`src/rtl/ad7124_pkg.sv`:
```
// Shared definitions for the AD7124 scan-frame writer: frame geometry, FSM states and
// the per-channel record packing used by the driver.
package ad7124_pkg;

  localparam logic [12:0] BANK_STRIDE = 13'h800;
  localparam int          HDR_WORDS   = 2;

  typedef enum logic [2:0] {
    ST_IDLE,
    ST_COLLECT,
    ST_HDR_SEC,
    ST_HDR_NSEC,
    ST_CLOSE
  } state_t;

  function automatic int num_ch(input int boards, input int tc_per_board);
    return boards * (tc_per_board + 1);
  endfunction

  function automatic logic [31:0] pack_record(input logic [7:0] status, input logic [23:0] data);
    return {status, data};
  endfunction

endpackage

```
`src/rtl/ad7124_frame_writer.sv`:
```
// Packs per-channel AD7124 results plus an RTC timestamp into a ping-pong BRAM frame and
// pulses irq when a frame is complete.
module ad7124_frame_writer
  import ad7124_pkg::*;
#(
  parameter int NUM_OF_BOARD        = 6,
  parameter int NUM_OF_TC_PER_BOARD = 8
) (
  input  logic        aclk,
  input  logic        areset,
  input  logic        enable,
  input  logic        s_valid,
  output logic        s_ready,
  input  logic [5:0]  s_ch,
  input  logic [23:0] s_data,
  input  logic [7:0]  s_status,
  input  logic        s_last,
  input  logic [31:0] rtc_sec,
  input  logic [31:0] rtc_nsec,
  output logic        bram_clk,
  output logic        bram_rst,
  output logic        bram_en,
  output logic [3:0]  bram_we,
  output logic [12:0] bram_addr,
  output logic [31:0] bram_wrdata,
  output logic        irq,
  output logic        done_bank,
  output logic [31:0] frame_cnt,
  output logic        err_ch,
  input  logic        err_clr
);

  localparam int         NUM_CH   = num_ch(NUM_OF_BOARD, NUM_OF_TC_PER_BOARD);
  localparam logic [6:0] NUM_CH_W = 7'(NUM_CH);

  state_t      state, state_nxt;
  logic        wr_bank;
  logic        frame_open;
  logic [31:0] ts_sec, ts_nsec;
  logic        collecting, accept, take, in_range;
  logic [12:0] base, slot_addr;

  assign bram_clk   = aclk;
  assign bram_rst   = areset;
  assign collecting = (state == ST_IDLE) || (state == ST_COLLECT);
  assign accept     = s_valid & s_ready;
  assign take       = accept & enable & collecting;
  assign in_range   = {1'b0, s_ch} < NUM_CH_W;
  assign base       = wr_bank ? BANK_STRIDE : 13'h000;
  assign slot_addr  = base + ((13'(s_ch) + 13'(HDR_WORDS)) << 2);

  always_comb begin
    state_nxt = state;
    case (state)
      ST_IDLE, ST_COLLECT: begin
        if (!enable)     state_nxt = ST_IDLE;
        else if (accept) state_nxt = s_last ? ST_HDR_SEC : ST_COLLECT;
      end
      ST_HDR_SEC:  state_nxt = ST_HDR_NSEC;
      ST_HDR_NSEC: state_nxt = ST_CLOSE;
      ST_CLOSE:    state_nxt = ST_IDLE;
      default:     state_nxt = ST_IDLE;
    endcase
  end

  // Timestamp is captured by the first accepted sample of a frame and held until the header.
  always_ff @(posedge aclk) begin
    if (take && !frame_open) begin
      ts_sec  <= rtc_sec;
      ts_nsec <= rtc_nsec;
    end
  end

  always_ff @(posedge aclk) begin
    if (areset) begin
      state       <= ST_IDLE;
      s_ready     <= 1'b0;
      bram_en     <= 1'b0;
      bram_we     <= 4'h0;
      bram_addr   <= 13'h000;
      bram_wrdata <= 32'h0;
      irq         <= 1'b0;
      done_bank   <= 1'b0;
      frame_cnt   <= 32'h0;
      err_ch      <= 1'b0;
      wr_bank     <= 1'b0;
      frame_open  <= 1'b0;
    end else begin
      state   <= state_nxt;
      s_ready <= (state_nxt == ST_IDLE) || (state_nxt == ST_COLLECT);
      bram_en <= 1'b0;
      bram_we <= 4'h0;
      irq     <= 1'b0;

      if (err_clr)               err_ch <= 1'b0;
      else if (take && !in_range) err_ch <= 1'b1;

      case (state)
        ST_IDLE, ST_COLLECT: begin
          if (!enable) begin
            frame_open <= 1'b0;
          end else if (accept) begin
            frame_open <= 1'b1;
            if (in_range) begin
              bram_en     <= 1'b1;
              bram_we     <= 4'hF;
              bram_addr   <= slot_addr;
              bram_wrdata <= pack_record(s_status, s_data);
            end
          end
        end
        ST_HDR_SEC: begin
          bram_en     <= 1'b1;
          bram_we     <= 4'hF;
          bram_addr   <= base;
          bram_wrdata <= ts_sec;
        end
        ST_HDR_NSEC: begin
          bram_en     <= 1'b1;
          bram_we     <= 4'hF;
          bram_addr   <= base + 13'd4;
          bram_wrdata <= ts_nsec;
        end
        ST_CLOSE: begin
          done_bank  <= wr_bank;
          wr_bank    <= ~wr_bank;
          frame_cnt  <= frame_cnt + 32'd1;
          irq        <= 1'b1;
          frame_open <= 1'b0;
        end
        default: ;
      endcase
    end
  end

endmodule

```
`config.mk`:
```
export PLATFORM = sky130hd
export DESIGN_NAME = ad7124_frame_writer
export DESIGN_NICKNAME = d
export VERILOG_FILES = /design/src/rtl/ad7124_pkg.sv /design/src/rtl/ad7124_frame_writer.sv
export SDC_FILE = /design/constraint.sdc
export NUM_CORES = 1
export LEC_CHECK = 0
export ABC_AREA = 1
export BUFFER_PORTS_ARGS = -buffer_cell sky130_fd_sc_hd__clkbuf_2
export CAP_MARGIN = 10
export CELL_PAD_IN_SITES_DETAIL_PLACEMENT = 1
export CELL_PAD_IN_SITES_GLOBAL_PLACEMENT = 1
export CORE_AREA = 2 2 128 130
export DETAILED_ROUTE_END_ITERATION = 12
export DIE_AREA = 0 0 130 132
export HOLD_SLACK_MARGIN = 0.08
export MAX_ROUTING_LAYER = met4
export PLACE_DENSITY = 0.91
export SLEW_MARGIN = 20
export SYNTH_ARGS = -nofsm -noshare
export SYNTH_HDL_FRONTEND = slang
export SYNTH_SLANG_ARGS = --single-unit
```
`constraint.sdc`:
```
create_clock -name aclk -period 13.7 [get_ports aclk]
set_input_delay 2.74 -clock aclk [delete_from_list [all_inputs] [get_ports aclk]]
set_output_delay 2.74 -clock aclk [all_outputs]
set_load 0.02 [all_outputs]
```
==> results of run 1 <==
## cells by family after synthesis
kind of cell,share of synthesized area
AND/OR/NAND/NOR,0.286
flip-flops,0.577
buffers and inverters,0.0682
AO/OA/AOI/OAI,0.0606
XOR/XNOR,0.00425
adder cells (fa/ha/maj),0.00405
other,0.000607
## layout make-up
| cell class | instances | area, µm² |
|---|---|---|
| timing repair buffer | 193 | 976 |
| multi-input combinational | 510 | 2220 |
| clock buffer | 18 | 430 |
| tap | 216 | 270 |
| inverter | 56 | 210 |
| fill | 1957 | 7890 |
| antenna | 2 | 5.00 |
| sequential | 146 | 3560 |
| clock inverter | 15 | 150 |
## sequential cells by signal (all words and copies together), names as in the netlist
signal,count
frame_open,1
ts_sec,32
wr_bank,1
state,3
s_ready,1
err_ch,1
ts_nsec,32
bram_wrdata,32
bram_we,1
frame_cnt,32
bram_addr,8
irq,1
done_bank,1
## Yosys cell counts (11+ instances only)
master / number
clkbuf_1: 11
nor2_1: 142
nand2_1: 194
inv_1: 55
dfxtp_1: 82
nand3_1: 59
edfxtp_1: 64
a21oi_1: 19
o21ai_0: 45
buf_4: 16
nand4_1: 16
## how the worst max path moves through the flow
| stage | slack, ns | to | startpoint |
|---|---|---|---|
| after floorplan | 3.98 | bram_clk | aclk |
| final | 3.55 | bram_clk | aclk |
| after detailed placement | 3.98 | bram_clk | aclk |
| after global routing | 3.54 | bram_clk | aclk |
| after CTS | 3.55 | bram_clk | aclk |
| after global placement | 3.98 | bram_clk | aclk |
## power breakdown
group	total (mW)	switching, mW	internal, mW
Combinational	0.0969	0.0642	0.0327
Sequential	0.483	0.00905	0.474
Clock	0.465	0.208	0.257
## worst min-delay path, cell delays in order, from the launching register on
cell	delay, ns
dfxtp_1	0.31
nand2_1	0.06
nor2_1	0.03
## metrics by stage
step	hold WS, ns	power (mW)	instances	setup slack [ns]	instance area [µm²]
after floorplan	0.443	0.557	748	3.98	6190
after global placement	0.433	0.592	1122	3.98	7240
after detailed placement	0.435	0.596	1122	3.98	7240
after CTS	0.444	1.05	1154	3.55	7820
after global routing	0.468	1.08	1156	3.54	7820
final	0.438	1.04	1156	3.55	7820
## routing by layer
layer / track usage / vias up / part of all wire
li1: - / 2767 / -
met1: 0.263 / 2746 / 0.39
met2: 0.411 / 192 / 0.52
met3: 0.0726 / 36 / 0.065
met4: 0.0824 / 0 / 0.024
met5: - / - / 0
==> results.md, run 1 <==
* Status: complete, no violations
* Grt ovf at 0
* Worst R2R End: bram_wrdata[4]
* Global Route Usage Sum at 0.240
* Max_cap viols at 0
* Critical-path cell list: clkbuf_16 -> clkbuf_16 -> clkbuf_2
* Dpl hpwl at 13600 µm
* Netlist cell types at 29
* Synth top area cells: edfxtp_1 (31%), dfxtp_1 (27%), nand2_1 (12%), nor2_1 (8.6%), nand3_1 (4.8%)
* Clock Path Buffers at 2
* Slew Limit Fails at 0
* Commonest cells after routing, fill and taps aside: nand2_1 (194), clkbuf_2 (190), nor2_1 (140), dfxtp_1 (82), edfxtp_1 (64)
* Hold path cells at 2
* Most frequent CP cell: clkbuf_16
* Routability Congestion at 0.843
* Hold_sp: bram_addr[8]
* VDD IR max at 0.0987 mV
* Top_reg_cell synth: dfxtp_1
* Final Util at 0.498
* WP buf/inv at 3
* DRT iter0 DRCs at 246
* Post-Synthesis Mean Instance Area at ~8.3 µm²
* Crit-path leading delay family: buffers and inverters
* Wirelength per Cell at 16.8 µm
* Row count at 46
* Routed WL at 19500 µm
* Yosys synthesis warning count at 0
* CTS-repair resized insts at 0
* Antenna violations before repair at 2
* Largest fanout on the critical path at 16
* CTS buffer count at 17
* Slew margin rel. at 0.289
* Fraction of layout cells with a size suffix above 1 at 0.257
* First-pass GRT wire length at 30700 µm
* Crit. End Element: output port
* Clock Pin Slew Worst Setup and Hold Paths at 0.06 ns
* I/O Pins at ~200
* CTS tree: built
* Crit path DAT at 7.41 ns
* Ys async rst share at 0
* Tightest Pin Transition at 1.06 ns
* Via count at between 5k and 6k
* Cell taking the most area after synthesis: edfxtp_1
* Setup bufs post-CTS at 0
* Drt drc at 0
* Clock skew at 0.0145 ns
* Worst r2r src: state[2]
* Mapped Area at slightly above 6000 µm²
* Top-area cell type share of the netlist area at 0.311
* Total stage count of the critical path at 3
* Layout area overhead at 26.6%
* HP Class: reg2reg
* Setup CP Type: clk2out
* Routed vias/inst at between 4 and 5
* Required time of the critical path at 10.96 ns
* Buffers on Ports at 190
* CORE AREA at 15700 µm²
* EDFF count, synth at 64
* Hold-fix buffers, CTS at 0
* Via count of the first global-routing pass at 6015
* PwrDens at roughly 130 nW/µm²
* Yosys reg bits at approximately 150
* Commonest non-fill, non-tap cell in the layout: nand2_1
* Register area share after synthesis at 0.577
* Leak at 3.52 nW
* R2r setup slk at 11.21 ns
* Clk root buf: clkbuf_16
* # setup viols final at 0
* Final TNS setup at 0 ns
* Starting density of the core at 0.393
* Post-DRT Antenna Nets at 0
* Die width at 130 µm
* Worst path max stage delay at 0.20 ns
* Worst-Skew Late Latency at about 0.43 ns
* Nets at 1035
* Gate Count Post-Synth at 744
* Critical Path Slowest Stage Cell: clkbuf_16
* Pin count of the biggest net entering global routing at 62
* 1st-pass router iterations at 4
* Worst Setup Start Kind: clock port
* Die area at 17200 µm²
* DIE HEIGHT at between 100 and 150 µm
* R2R cell count at 8
* Unrepaired setup endpoints after global routing: no
* H-tree levels at 4
* Fin. Hold Viols at 0
* Hold path endpoint: bram_addr[8]
No activity file was read; power rests on OpenSTA's default activity.
==> inputs of run 2 (changes only) <==
--- a/config.mk
+++ b/config.mk
@@ -10,12 +10,12 @@
 export CAP_MARGIN = 10
 export CELL_PAD_IN_SITES_DETAIL_PLACEMENT = 1
 export CELL_PAD_IN_SITES_GLOBAL_PLACEMENT = 1
-export CORE_AREA = 2 2 128 130
+export CORE_AREA = 2 2 133 135
 export DETAILED_ROUTE_END_ITERATION = 12
-export DIE_AREA = 0 0 130 132
+export DIE_AREA = 0 0 135 137
 export HOLD_SLACK_MARGIN = 0.08
 export MAX_ROUTING_LAYER = met4
-export PLACE_DENSITY = 0.91
+export PLACE_DENSITY = 0.86
 export SLEW_MARGIN = 20
 export SYNTH_ARGS = -nofsm -noshare
 export SYNTH_HDL_FRONTEND = slang
==> constraint.sdc (replaced) <==
create_clock -name aclk -period 9.5 [get_ports aclk]
set_input_delay 1.9 -clock aclk [delete_from_list [all_inputs] [get_ports aclk]]
set_output_delay 1.9 -clock aclk [all_outputs]
set_load 0.02 [all_outputs]
==> results.md, run 2 (synthesized netlist as in run 1, its figures left out) <==
* Grt ovf at 0 (unchanged)
* Drt drc at 0 (unchanged)
* VDD IR max at 0.124 mV (+26%)
* Fin. Hold Viols at 0 (unchanged)
* Most frequent CP cell: clkbuf_16
* CTS buffer count at 17 (unchanged)
* Final WS setup at 2.29 ns (-1.26 ns)
* Pin count of the biggest net entering global routing at 65 (+4.8%)
* Routability Congestion at 0.821 (-2.6%)
* Worst path max stage delay at 0.20 ns (about the same)
* DRT iter0 DRCs at 252 (+2.4%)
* Worst-Skew Late Latency at 0.43 ns (about the same)
* Setup CP Type: clk2out
* Clock Pin Slew Worst Setup and Hold Paths at 0.07 ns (about the same)
* Multi-input logic area at 2220 µm² (+0.23%)
* Fraction of layout cells with a size suffix above 1 at 0.257 (+0.000274)
* Post-Place Worst Slack at 2.72 ns (-1.26 ns)
* Fin cells at 1163 (+0.61%)
* Critical Path Slowest Stage Cell: clkbuf_16
* HP Class: reg2reg
* Net switching power at 415 µW (+47%)
* Crit path DAT at 5.31 ns (-2.10 ns)
* Cell Area, Placed at 7250 µm² (+0.12%)
* Placed cell count at 1130 (+0.71%)
* Register area at 3560 µm² (unchanged)
* Critical-path cell list: clkbuf_16 -> clkbuf_16 -> clkbuf_2
* Final Util at 0.461 (-0.0366)
* Clk pwr share at 0.461 (+0.016)
* Combinational Power Share at 0.090 (-0.003)
* First-pass GRT wire length at 30000 µm (-2.3%)
* Worst Hold Margin at 0.442 ns (+0.00379 ns)
* Internal power at 1.13 mW (+49%)
* # fillers at 2088 (+6.7%)
* Worst Setup Start Kind: clock port
* Layout area overhead at 27.4%
* Die area at 18500 µm² (+7.8%)
* Required time of the critical path at 7.60 ns (-3.36 ns)
* 1st-pass router iterations at 4 (unchanged)
* Commonest cells after routing, fill and taps aside: nand2_1 (194), clkbuf_2 (190), nor2_1 (140), dfxtp_1 (82), edfxtp_1 (64)
* # setup viols final at 0 (unchanged)
* Wirelength per Cell at 16.3 µm (-3.3%)
* Final TNS setup at 0 ns (unchanged)
* Via count at 5635 (-1.8%)
* Row count at 48 (+4.3%)
* Starting density of the core at 0.362 (-0.0310)
* Crit. End Element: output port
* Sequential share of power at 0.449 (-0.013)
* Dpl hpwl at 13300 µm (-2.7%)
* Buffers on Ports at 190 (unchanged)
* Antenna violations before repair at 1 (-1)
* Leak at 3.54 nW (+0.64%)
* Tightest Pin Transition at 0.975 ns (-0.0891 ns)
* Clock Path Buffers at 2 (unchanged)
* Max_cap viols at 0 (unchanged)
* Unrepaired setup endpoints after global routing: no
* Commonest non-fill, non-tap cell in the layout: nand2_1
* Routed vias/inst at 4.85 (-2.4%)
* Die width at 135 µm (+3.8%)
* PwrDens at 197 nW/µm² (+47%)
* H-tree levels at 4 (unchanged)
* CORE AREA at 17100 µm² (+8.6%)
* Post-DRT Antenna Nets at 0 (unchanged)
* Largest fanout on the critical path at 16 (unchanged)
* Routed WL at 18900 µm (-2.7%)
* Status: complete, no violations
* Slew margin rel. at 0.349 (+0.0595)
* I/O Pins at 196 (unchanged)
* Setup bufs post-CTS at 0 (unchanged)
* Power, Total at 1.55 mW (+48%)
* Switching portion of total power at 0.268 (-0.00144)
* CTS tree: built
* Clk root buf: clkbuf_16
* R2r setup slk at 6.99 ns (-4.22 ns)
* CTS-repair resized insts at 0 (unchanged)
* Via count of the first global-routing pass at 6088 (+1.2%)
* Clock skew at 0.0118 ns (-0.00267 ns)
* Global Route Usage Sum at 0.218 (-0.0219)
* Final instance area at 7870 µm² (+0.58%)
* Hold-fix buffers, CTS at 0 (unchanged)
* Nets at 1034 (-0.097%)
* Slew Limit Fails at 0 (unchanged)
* DIE HEIGHT at 137 µm (+3.8%)
==> run 2: cell count changes in the layout (fill, tap and decap cells not counted), sizes merged <==
cell / change
buf: -1
bufinv: +1
clkinv: -2
clkinvlp: -2
diode: -1
inv: +3
==> run 2: routing by layer <==
metal  routed length [µm]  up-vias  share of wire  track usage
met1                 7460     2677           0.39        0.226
met4                  469        0          0.025       0.0833
li1                     -     2768              -            -
met2                10000      155           0.53        0.398
met3                  973       35          0.051       0.0544
met5                    0        -              0            -
==> run 2: worst paths after layout <==
check,from,end,cells after the start
setup reg to reg,state[1],bram_addr[2],7
hold reg to reg,bram_addr[8],bram_addr[8],2
hold / removal,bram_addr[8],bram_addr[8],2
setup / recovery,aclk,bram_clk,3
==> run 2: final cells by class <==
| class | instances | share of cell area |
|---|---|---|
| Tap cell | 225 | 0.0358 |
| Clock inverter | 15 | 0.0240 |
| Multi-Input combinational cell | 510 | 0.283 |
| Antenna cell | 1 | 0.000318 |
| Clock buffer | 18 | 0.0547 |
| Timing Repair Buffer | 192 | 0.123 |
| Sequential cell | 146 | 0.453 |
| Inverter | 56 | 0.0267 |
==> run 2: power groups by stage <==
stage	Combinational, mW	Clock, mW	Sequential (mW)
floorplan	0.0640	0.0123	0.727
global placement	0.136	0.00977	0.708
detailed placement	0.141	0.00977	0.709
CTS	0.143	0.727	0.696
global route	0.155	0.751	0.698
finish	0.139	0.713	0.696
==> run 2: critical path, delay by kind of cell <==
kind | cells | cell delay, ns
buffers and inverters | 3 | 0.54
